## config.mk

```make
export PLATFORM = sky130hd
export DESIGN_NAME = div_unit_sequencer_flat
export DESIGN_NICKNAME = d
export VERILOG_FILES = /design/src/rtl/div_unit_sequencer_if.sv /design/src/rtl/div_unit_sequencer.sv /design/src/flat_wrapper.sv
export SDC_FILE = /design/constraint.sdc
export NUM_CORES = 1
export LEC_CHECK = 0
export CORE_MARGIN = 5
export CORE_UTILIZATION = 50
export CTS_BUF_LIST = sky130_fd_sc_hd__clkbuf_4 sky130_fd_sc_hd__clkbuf_8
export DETAILED_ROUTE_END_ITERATION = 12
export GPL_TIMING_DRIVEN = 0
export PLACE_DENSITY_LB_ADDON = 0.25
export SYNTH_ARGS = -nofsm -noshare
export SYNTH_HDL_FRONTEND = slang
export SYNTH_SLANG_ARGS = --single-unit
```

## constraint.sdc

```tcl
create_clock -name clk_i -period 9.2 [get_ports clk_i]
set_input_delay 2.76 -clock clk_i [delete_from_list [all_inputs] [get_ports clk_i]]
set_output_delay 2.76 -clock clk_i [all_outputs]
set_load 0.1 [all_outputs]
```

## src/rtl/div_unit_sequencer_if.sv

```systemverilog
// Handshake/data bundle between the EX-stage issue logic and the divide sequencer.
interface div_unit_sequencer_if #(
  parameter int unsigned DATA_WIDTH = 32
);
  logic                  start;
  logic [1:0]            div_sel;
  logic [DATA_WIDTH-1:0] data1;
  logic [DATA_WIDTH-1:0] data2;
  logic                  flush;
  logic                  busy;
  logic                  done;
  logic [DATA_WIDTH-1:0] result;

  modport master (
    output start, div_sel, data1, data2, flush,
    input  busy, done, result
  );

  modport slave (
    input  start, div_sel, data1, data2, flush,
    output busy, done, result
  );
endinterface

```

## src/rtl/div_unit_sequencer.sv

```systemverilog
// Radix-2 restoring divide sequencer for DIV/DIVU/REM/REMU with stall (busy) and
// single-cycle resolution of divide-by-zero and signed overflow.
module div_unit_sequencer #(
  parameter int unsigned DATA_WIDTH = 32,
  parameter int unsigned CNT_WIDTH  = 5
) (
  input  logic                 clk_i,
  input  logic                 rst_ni,
  div_unit_sequencer_if.slave  bus
);

  localparam int unsigned W = DATA_WIDTH;

  typedef enum logic [1:0] {
    S_IDLE = 2'd0,
    S_CALC = 2'd1,
    S_FIX  = 2'd2,
    S_DONE = 2'd3
  } state_e;

  state_e               state_q;
  logic [CNT_WIDTH-1:0] cnt_q;
  logic [W-1:0]         dvd_q;   // dividend shifts out, quotient bits shift in
  logic [W-1:0]         dvs_q;
  logic [W-1:0]         rem_q;
  logic [1:0]           sel_q;
  logic                 sign1_q;
  logic                 sign2_q;
  logic                 busy_q;
  logic                 done_q;
  logic [W-1:0]         result_q;

  logic         signed_op;
  logic         rem_op;
  logic         div_zero;
  logic         overflow;
  logic [W-1:0] mag1;
  logic [W-1:0] mag2;
  logic [W-1:0] special_res;
  logic [W-1:0] rem_shift;
  logic [W:0]   diff;
  logic         q_bit;
  logic [W-1:0] quo_fix;
  logic [W-1:0] rem_fix;
  logic [W-1:0] fix_res;

  // Operand decode for the accept cycle
  always_comb begin
    signed_op   = ~bus.div_sel[0];
    rem_op      = bus.div_sel[1];
    div_zero    = (bus.data2 == '0);
    overflow    = signed_op && (bus.data1 == {1'b1, {(W-1){1'b0}}}) && (bus.data2 == '1);
    mag1        = (signed_op && bus.data1[W-1]) ? -bus.data1 : bus.data1;
    mag2        = (signed_op && bus.data2[W-1]) ? -bus.data2 : bus.data2;
    special_res = div_zero ? (rem_op ? bus.data1 : '1)
                           : (rem_op ? '0 : bus.data1);
  end

  // One restoring step plus final sign correction
  always_comb begin
    rem_shift = {rem_q[W-2:0], dvd_q[W-1]};
    diff      = {1'b0, rem_shift} - {1'b0, dvs_q};
    q_bit     = ~diff[W];
    quo_fix   = (~sel_q[0] && (sign1_q ^ sign2_q)) ? -dvd_q : dvd_q;
    rem_fix   = (~sel_q[0] && sign1_q) ? -rem_q : rem_q;
    fix_res   = sel_q[1] ? rem_fix : quo_fix;
  end

  always_ff @(posedge clk_i) begin
    if (!rst_ni) begin
      state_q  <= S_IDLE;
      cnt_q    <= '0;
      dvd_q    <= '0;
      dvs_q    <= '0;
      rem_q    <= '0;
      sel_q    <= '0;
      sign1_q  <= 1'b0;
      sign2_q  <= 1'b0;
      busy_q   <= 1'b0;
      done_q   <= 1'b0;
      result_q <= '0;
    end else begin
      done_q <= 1'b0;
      if (bus.flush) begin
        state_q <= S_IDLE;
        busy_q  <= 1'b0;
      end else begin
        case (state_q)
          S_IDLE, S_DONE: begin
            if (bus.start) begin
              sel_q   <= bus.div_sel;
              sign1_q <= bus.data1[W-1];
              sign2_q <= bus.data2[W-1];
              if (div_zero || overflow) begin
                result_q <= special_res;
                done_q   <= 1'b1;
                state_q  <= S_DONE;
              end else begin
                dvd_q   <= mag1;
                dvs_q   <= mag2;
                rem_q   <= '0;
                cnt_q   <= '0;
                busy_q  <= 1'b1;
                state_q <= S_CALC;
              end
            end else begin
              state_q <= S_IDLE;
            end
          end
          S_CALC: begin
            rem_q <= q_bit ? diff[W-1:0] : rem_shift;
            dvd_q <= {dvd_q[W-2:0], q_bit};
            cnt_q <= cnt_q + CNT_WIDTH'(1);
            if (cnt_q == CNT_WIDTH'(W-1)) begin
              state_q <= S_FIX;
            end
          end
          S_FIX: begin
            result_q <= fix_res;
            busy_q   <= 1'b0;
            done_q   <= 1'b1;
            state_q  <= S_DONE;
          end
          default: state_q <= S_IDLE;
        endcase
      end
    end
  end

  assign bus.busy   = busy_q;
  assign bus.done   = done_q;
  assign bus.result = result_q;

endmodule

```

## src/flat_wrapper.sv

```systemverilog
// flat-port wrapper written by rule: the top's interface ports become plain ports
module div_unit_sequencer_flat 
#(
  parameter int unsigned DATA_WIDTH = 32,
  parameter int unsigned CNT_WIDTH  = 5
)
  (clk_i, rst_ni, bus_start, bus_div_sel, bus_data1, bus_data2, bus_flush, bus_busy, bus_done, bus_result);
  div_unit_sequencer_if #(.DATA_WIDTH(DATA_WIDTH)) bus_i ();
  input  logic clk_i;
  input  logic rst_ni;
  input wire logic [$bits(bus_i.start)-1:0] bus_start;
  input wire logic [$bits(bus_i.div_sel)-1:0] bus_div_sel;
  input wire logic [$bits(bus_i.data1)-1:0] bus_data1;
  input wire logic [$bits(bus_i.data2)-1:0] bus_data2;
  input wire logic [$bits(bus_i.flush)-1:0] bus_flush;
  output wire logic [$bits(bus_i.busy)-1:0] bus_busy;
  output wire logic [$bits(bus_i.done)-1:0] bus_done;
  output wire logic [$bits(bus_i.result)-1:0] bus_result;
  assign bus_i.start = bus_start;
  assign bus_i.div_sel = bus_div_sel;
  assign bus_i.data1 = bus_data1;
  assign bus_i.data2 = bus_data2;
  assign bus_i.flush = bus_flush;
  assign bus_busy = bus_i.busy;
  assign bus_done = bus_i.done;
  assign bus_result = bus_i.result;
  div_unit_sequencer #(.DATA_WIDTH(DATA_WIDTH), .CNT_WIDTH(CNT_WIDTH)) u_core (.clk_i(clk_i), .rst_ni(rst_ni), .bus(bus_i));
endmodule
```

# Word-level counts from Yosys, hierarchy flattened
# Cells that the tools add are included.
[op_classes]
bitwise_logic = 7
muxes = 31
addsub = 6
reduce_logical = 18
n_eq_ne = 10
[op_table]
columns = ["operator", "count"]
rows = [
  ["32-bit two-way mux", 15],
  ["32-bit one-hot mux with 2 select lines", 3],
  ["32-bit negator", 4],
  ["32-bit equality test (second input constant)", 2],
  ["32-bit by 32-bit subtractor with 33-bit output", 1],
  ["32-bit logical NOT", 1],
  ["4-bit AND reduction", 3],
  ["5-bit two-way mux", 2],
  ["5-bit one-hot mux with 2 select lines", 1],
  ["1-bit logical AND", 6],
  ["2-bit two-way mux", 3],
  ["1-bit inverter", 6],
  ["2-bit one-hot mux with 3 select lines", 1],
  ["3-bit AND reduction", 2],
  ["5-bit by 1-bit adder with 5-bit output (second input constant)", 1],
  ["5-bit equality test (second input constant)", 1],
  ["2-bit equality test (second input constant)", 2],
  ["1-bit two-way mux", 4],
  ["2-bit by 1-bit != test with 1-bit output (second input constant)", 2],
  ["2-bit != test (second input constant)", 2],
  ["1-bit one-hot mux with 2 select lines", 2],
  ["2-bit nonzero test", 2],
  ["2-bit OR reduction", 2],
  ["2-bit by 1-bit equality test with 1-bit output (second input constant)", 1],
  ["3 further kinds", 3],
]
[word_totals]
ff_bits = 141
output_inout_bits = 34
word_cells = 83
in_bits = 70

# Depth between registers and ports, before layout
# Gate-level depths: netlist (run 1).
[depth]
depth_word = 7
mapped_depth = 14
mapped_depth_nobuf = 12

# Worst setup path after synthesis (run 1)
# No wires, ideal clock.
[synth_timing]
path_kind = "input-to-reg"
from = "input port bus_data1[1]"
to = "register u_core.result_q[10], in the netlist u_core.bus.result[10]"
path_buffers = 1
slack_ns = 3.769
setup_ns = 0.091
t_required_ns = 9.109
arrival_time_ns = 5.340
stages = 11
path_cell_list = "inv_1 > ha_1 > or4b_1 > or3_1 > nor4_2 > a31o_2 > nand3_1 > a21oi_2 > buf_2 > nor2_1 > a311oi_1"
[synth_via]
elab_chain_len = 6
[synth_lines]
columns = ["element", "line", "rtl"]
rows = [
  ["start, declared", "flat_wrapper.sv:13", "input wire logic [$bits(bus_i.data1)-1:0] bus_data1;"],
  ["32-bit equality test", "div_unit_sequencer.sv:52", "overflow = signed_op && (bus.data1 == {1'b1, {(W-1){1'b0}}}) && (bus.data2 == '1);"],
  ["1-bit logical AND (2 in series)", "div_unit_sequencer.sv:52", ""],
  ["1-bit logical OR", "div_unit_sequencer.sv:94", "if (div_zero || overflow) begin"],
  ["2-bit by 1-bit != test with 1-bit output (no source line)", "-", ""],
  ["4-bit AND reduction (no source line)", "-", ""],
  ["end signal, assigned", "div_unit_sequencer.sv:95", "result_q <= special_res;"],
  ["end signal, assigned", "div_unit_sequencer.sv:119", "result_q <= fix_res;"],
  ["end, declared", "div_unit_sequencer.sv:31", "logic [W-1:0] result_q;"],
]
# Every way passes these cells.
# A chain may end at the register's enable or synchronous reset.

# Worst setup path in the final report (run 1)
[layout_timing]
from = "input port bus_data2[0]"
to = "register u_core.rem_q[9]"
[layout_via]
elab_chain_len = 5
word_cells_on_any_way = 6
cone_classes = "eq/ne (2); reduce/logical (4)"
[layout_lines]
columns = ["element", "line", "rtl"]
rows = [
  ["start, declared", "flat_wrapper.sv:14", "input wire logic [$bits(bus_i.data2)-1:0] bus_data2;"],
  ["32-bit equality test", "div_unit_sequencer.sv:52", ""],
  ["1-bit logical AND", "div_unit_sequencer.sv:52", ""],
  ["1-bit logical OR (*)", "div_unit_sequencer.sv:94", ""],
  ["2-bit != test (no source line) (*)", "-", ""],
  ["4-bit AND reduction (no source line) (*)", "-", ""],
  ["end signal, assigned", "div_unit_sequencer.sv:111", "rem_q <= q_bit ? diff[W-1:0] : rem_shift;"],
  ["end, declared", "div_unit_sequencer.sv:25", "logic [W-1:0] rem_q;"],
]
# Every way passes the cells marked *; elsewhere a longest branch is shown, timed or not.

==> flow_summary.yaml, run 1 <==
floorplanning:
  pin_count: 104
  dieArea_mm2: 0.0247
  die-height_um: 157
  placementRows: 53
  start_util: 0.511
  coreArea_mm2: 0.0212
  dieWidth_um: 157
setup_path:
  reg2reg_from: "u_core.dvd_q[31]$_SDFFE_PN0P_"
  end_kind: "flip-flop"
  worstPathArrival_ns: 7.40
  path_max_fanout: 10
  path_class: "primary input to flip-flop"
  reg2reg_depth: 13
  cp.required_ns: 9.61
  cp-start-kind: "primary input"
  ff2ff_setup_slack_ns: 4.96
  rr_endpoint: "u_core.rem_q[21]$_SDFFE_PN0P_"
drt:
  drt-initial-drc-count: 1447
  vias_per_cell: 6.27
  totalWireLength_mm: 37.0
  wl_per_cell_um: 19.9
  num_vias: 11600
  ant_nets: 0
  drc: 0
  drt-pass1-iter-count: 6
layout:
  final_core_util: 0.594
  syn_to_final_growth_pct: 16.2
  layout.cells.non_filler: 1856
  fill_cells: 2006
  layout-drive-gt1-share: 0.0392
  num-nets-final: 1681
  n_antenna_cell: 0
yosys:
  synth_cell_types: 71
  synthesis.area_mm2: 0.0108
  ys_async_sr_fraction: 0
  synth_seq_cells: 141
  syn_nets: 1564
  synth_top_flop_cell: "dfxtp_1"
  synth_edf_count: 0
  yosysTopAreaCellShare: 0.261
  synth_warnings: 0
  synth_cells: 1451
  synth_area_leaders: "dfxtp_1 (26%), xor2_1 (6.0%), xnor2_1 (5.8%), nand2_1 (5.3%), a21oi_1 (5.3%)"
  syn_area_per_cell_um2: 7.45
  synth_top_area_cell: "dfxtp_1"
  synth-seq-area-share: 0.261
pwr:
  leakagePower_nw: 4.49
  ir_drop_mv: 0.0824
  power.density_mw_per_mm2: 130
cts:
  clk_pin_slew_ns: 0.09
  post_cts_buffers: 0
  cts_buffers: 17
  max-clock-path-buffers: 2
  clockRootBuffer: "clkbuf_8"
  cts_tree: "done"
  ctsResizeCount: 0
  ctsHoldBuffers: 0
  h-tree-depth: 4
  clk_latency_ns: 0.47
  cts_sinks: 141
global_route:
  grt-ovfl-total: 0
  antenna_found_initial: 0
  grt_pass1_vias: 10700
  grt_usage: 0.295
  grt_start_max_net_pins: 17
  grt_pass1_wl_mm: 57.7
timing:
  hold_viol_final: 0
  rsz0062_at_grt: "false"
  maxSlewHeadroom: 0.218
  slew_violations: 0
  skew_ns: 0.0137
  period_share: 0.760
  tightest_slew_ns: 1.17
  setup_violations: 0
  tns_ns: 0
  max_freq_mhz: 143
  finalCriticalPeriod_ns: 6.99
  timing.hold.ws_ns: 0.461
status:
  status: "finished, final reports clean"
placed_design:
  dp_hpwl_mm: 28.8
  gp_congestion: 1.03
  placed_cells: 1824
  port_buffers: 98
run:
  drv_cap: 0
min_path:
  hold_end: "u_core.cnt_q[4]$_SDFFE_PN0P_"
  min_path_type: "flip-flop to flip-flop"
  hold_depth: 2
  hold_start: "u_core.cnt_q[4]$_SDFFE_PN0P_"
## sequential cells by signal, indices dropped and copies added (netlist names), 2 cells and up
name	flops
u_core.state_q	2
u_core.cnt_q	5
u_core.bus.result	32
u_core.dvd_q	32
u_core.rem_q	32
u_core.dvs_q	32
u_core.sel_q	2
## power breakdown
group          internal, W  switching, W
sequential        0.000633     0.0000228
clock             0.000276      0.000278
combinational     0.000162      0.000264
## cell usage in the layout (no fill, tap or decap), types with 26 or more instances in the layout
cell	n
clkbuf_1	91
dfxtp_1	141
ha_1	42
a21oi_1	114
a211oi_1	45
nor2_1	147
xor2_1	74
xnor2_1	72
clkdlybuf4s50_1	98
inv_1	57
maj3_1	27
nor3_1	32
o21ai_0	107
o31ai_1	26
nand2_1	154
## worst max-delay path, stage by stage
cell,delay [ns]
clkdlybuf4s50_1,0.56
inv_1,0.11
ha_1,0.16
nor3b_1,0.53
nand4_1,0.51
nor3_2,0.80
a31o_2,0.33
o22ai_1,0.21
nor2_1,0.80
buf_2,0.41
a22o_1,0.19
## per-layer routing
layer / share of wire / up-vias / track usage / wire [um]
li1: - / 5499 / - / -
met1: 0.44 / 5451 / 0.418 / 16100
met2: 0.43 / 592 / 0.441 / 15900
met3: 0.10 / 101 / 0.0704 / 3790
met4: 0.032 / 0 / 0.0975 / 1200
met5: 0 / - / 0 / 0
## kinds of logic after synthesis
group | count (synthesis) | synth area share
buffers and inverters | 161 | 0.0568
muxes | 12 | 0.0112
DFF | 141 | 0.261
and+or+nand+nor | 473 | 0.206
adders and majority gates | 70 | 0.0755
AOI/OAI and AO/OA | 448 | 0.271
xor gates and xnor gates | 146 | 0.118
## worst max path at each step
| stage | startpoint | end | slack, ns |
|---|---|---|---|
| floorplan | bus_data1[1] | u_core.bus.result[10]$_SDFFE_PN0P_ | 3.77 |
| global placement | bus_data2[0] | u_core.dvd_q[31]$_SDFFE_PN0P_ | 2.16 |
| detailed placement | bus_data2[0] | u_core.rem_q[9]$_SDFFE_PN0P_ | 2.05 |
| CTS | bus_data2[0] | u_core.rem_q[9]$_SDFFE_PN0P_ | 2.47 |
| global route | bus_data2[0] | u_core.dvd_q[31]$_SDFFE_PN0P_ | 2.21 |
| finish | bus_data2[0] | u_core.rem_q[9]$_SDFFE_PN0P_ | 2.21 |
## cell type report
| type | count | area [um^2] | area share |
|---|---|---|---|
| Timing Repair Buffer | 98 | 981 | 0.0781 |
| Multi-Input combinational cell | 1149 | 7370 | 0.587 |
| Tap cell | 275 | 344 | 0.0274 |
| Inverter | 58 | 218 | 0.0173 |
| Sequential cell | 141 | 2820 | 0.225 |
| Clock inverter | 14 | 181 | 0.0144 |
| Clock buffer | 18 | 241 | 0.0192 |
| Buffer | 103 | 397 | 0.0316 |
## Yosys cell counts (10+ instances only)
master / instances
or4_1: 15
nand2_1: 154
a222oi_1: 10
nand2b_1: 18
maj3_1: 27
a31oi_1: 16
a22o_1: 13
xnor2_1: 72
o211ai_1: 23
nor4_1: 13
xor2_1: 74
a211oi_1: 45
a21oi_1: 114
a311oi_1: 13
a22oi_1: 10
ha_1: 42
dfxtp_1: 141
nor2_1: 147
nor3_1: 32
o21ai_0: 107
mux2i_1: 11
nand3_1: 18
inv_1: 57
nand4_1: 16
o31ai_1: 26
clkbuf_1: 91
or3_1: 16
## through the flow
stage	setup WS, ns	area (um^2)	power, W
final	2.21	12600	0.00164
after global routing	2.21	12600	0.00170
after CTS	2.47	12600	0.00162
after detailed placement	2.05	12100	0.00108
after floorplan	3.77	10800	0.000946
after global placement	2.16	12100	0.00108
Power figures use the tool's default switching activity.
==> inputs of run 2 (changes only) <==
Clock period 9.2 ns to 7 ns, I/O delays scaled along.
==> results of run 2 <==
The final DEF is identical to that of run 1. Status: finished, final reports clean.
Among the figures that moved: setup slack after placement 2.05 ns -> 0.507 ns; setup slack after layout 2.21 ns -> 0.671 ns; register-to-register setup slack 4.96 ns -> 2.76 ns; total power 0.00164 W -> 0.00215 W; worst IR drop on VDD 0.0824 mV -> 0.108 mV
==> inputs of run 3 (changes only) <==
Settings changed: CELL_PAD_IN_SITES_DETAIL_PLACEMENT set to 1, CELL_PAD_IN_SITES_GLOBAL_PLACEMENT set to 1, CORE_UTILIZATION 50 to 44, TNS_END_PERCENT set to 30.
==> flow_summary.yaml, run 3 (same netlist as run 1, synthesis figures left out) <==
drt:
  totalWireLength_mm: 43.1
  drt-initial-drc-count: 1132
  wl_per_cell_um: 22.6
  vias_per_cell: 6.30
  drt-pass1-iter-count: 5
  drc: 0
  ant_nets: 0
  num_vias: 12000
pwr:
  comb_power_share: 0.270
  sw_frac_of_total: 0.365
  power_w: 0.00216
  pwr-share-seq: 0.399
  p_sw_w: 0.000789
  ir_drop_mv: 0.126
  pwr-share-clk: 0.330
  p_int_w: 0.00137
  leakagePower_nw: 4.48
  power.density_mw_per_mm2: 172
timing:
  maxSlewHeadroom: 0.208
  period_share: 0.920
  tightest_slew_ns: 1.18
  rsz0062_at_grt: "false"
  skew_ns: 0.0141
  finalCriticalPeriod_ns: 6.44
  hold_viol_final: 0
  tns_ns: 0
  setup_violations: 0
  slew_violations: 0
  timing.hold.ws_ns: 0.467
  max_freq_mhz: 155
setup_path:
  cp-start-kind: "primary input"
  reg2reg_from: "u_core.rem_q[6]$_SDFFE_PN0P_"
  worstPathArrival_ns: 6.84
  cp.required_ns: 7.40
  ff2ff_setup_slack_ns: 2.55
  end_kind: "flip-flop"
  path_class: "primary input to flip-flop"
  path_max_fanout: 10
  reg2reg_depth: 11
  rr_endpoint: "u_core.rem_q[28]$_SDFFE_PN0P_"
floorplanning:
  start_util: 0.446
  pin_count: 104
  die-height_um: 167
  dieArea_mm2: 0.0278
  coreArea_mm2: 0.0242
  placementRows: 57
  dieWidth_um: 167
layout:
  final_cell_mix: "nand2_1 (154), nor2_1 (147), dfxtp_1 (141), a21oi_1 (114), o21ai_0 (107)"
  fill_cells: 3085
  syn_to_final_growth_pct: 16.5
  n_antenna_cell: 0
  final_core_util: 0.519
  layout-drive-gt1-share: 0.0392
  layout_commonest_cell: "nand2_1"
  num-nets-final: 1681
cts:
  cts_buffers: 17
  h-tree-depth: 4
  cts_tree: "done"
  max-clock-path-buffers: 2
  clockRootBuffer: "clkbuf_8"
  ctsHoldBuffers: 0
  ctsResizeCount: 0
  clk_pin_slew_ns: 0.09
  cts_sinks: 141
  post_cts_buffers: 0
  clk_latency_ns: 0.48
min_path:
  hold_start: "u_core.cnt_q[4]$_SDFFE_PN0P_"
  min_path_type: "flip-flop to flip-flop"
  hold_end: "u_core.cnt_q[4]$_SDFFE_PN0P_"
  hold_depth: 2
global_route:
  grt_start_max_net_pins: 17
  grt-ovfl-total: 0
  grt_pass1_wl_mm: 67.0
  antenna_found_initial: 0
  grt_usage: 0.300
  grt_pass1_vias: 11900
status:
  status: "finished, final reports clean"
placed_design:
  port_buffers: 98
  gp_congestion: 0.968
  dp_hpwl_mm: 33.4
run:
  drv_cap: 0
[run 3: cell types whose count changed in the layout (fill, tap and decap cells not counted)]
cell | before | now
clkinv_2 | 0 | 1
inv_8 | 0 | 1
clkinv_4 | 2 | 1
bufinv_16 | 3 | 2
[run 3: critical path, cell delays in order]
cell             delay (ns)
clkdlybuf4s50_1        0.63
inv_1                  0.14
ha_1                   0.18
nor3b_1                0.51
nand4_1                0.50
nor3_2                 0.74
a31o_2                 0.34
o22ai_1                0.23
nor2_1                 0.83
buf_2                  0.44
a32oi_1                0.08
o21ai_0                0.09
[run 3: power by group through the flow]
stage / clock network (W) / registers [W] / logic (W)
2_1_floorplan: 0 / 0.000883 / 0.000360
3_3_place_gp: 0 / 0.000879 / 0.000551
3_5_place_dp: 0 / 0.000881 / 0.000566
4_1_cts: 0.000714 / 0.000862 / 0.000572
5_1_grt: 0.000760 / 0.000867 / 0.000631
6_report: 0.000714 / 0.000863 / 0.000584
[run 3: area by class of cell]
type	count	area, um^2	area share
multi-input combinational	1149	7370	0.585
sequential	141	2820	0.224
timing repair buffer	98	981	0.0779
tap	324	405	0.0322
buffer	103	397	0.0315
clock buffer	18	241	0.0192
inverter	58	218	0.0173
clock inverter	14	159	0.0126
[run 3: per-stage QoR]
| step | setup WS (ns) | cell area [um^2] | cells |
|---|---|---|---|
| after global placement | 0.292 | 12200 | 1873 |
| after CTS | 0.711 | 12600 | 1905 |
| final | 0.562 | 12600 | 1905 |
| after floorplan | 2.23 | 10800 | 1451 |
| after global routing | 0.445 | 12600 | 1905 |
| after detailed placement | 0.217 | 12200 | 1873 |
[run 3: worst max-delay path by stage]
stage / end / slack [ns] / start / depth (start not counted)
2_1_floorplan: u_core.bus.result[10]$_SDFFE_PN0P_ / 2.23 / bus_data1[1] / 11
3_3_place_gp: u_core.dvd_q[31]$_SDFFE_PN0P_ / 0.29 / bus_data2[0] / 11
3_5_place_dp: u_core.dvd_q[31]$_SDFFE_PN0P_ / 0.22 / bus_data2[0] / 11
4_1_cts: u_core.dvd_q[31]$_SDFFE_PN0P_ / 0.71 / bus_data2[0] / 11
5_1_grt: u_core.rem_q[22]$_SDFFE_PN0P_ / 0.45 / bus_data2[0] / 12
6_report: u_core.rem_q[22]$_SDFFE_PN0P_ / 0.56 / bus_data2[0] / 12
[run 3: layer usage]
metal | GRT usage | up-vias | share of wire
li1 | - | 5484 | -
met1 | 0.416 | 5926 | 0.44
met2 | 0.476 | 487 | 0.45
met3 | 0.0581 | 107 | 0.080
met4 | 0.0843 | 0 | 0.030
met5 | 0 | - | 0
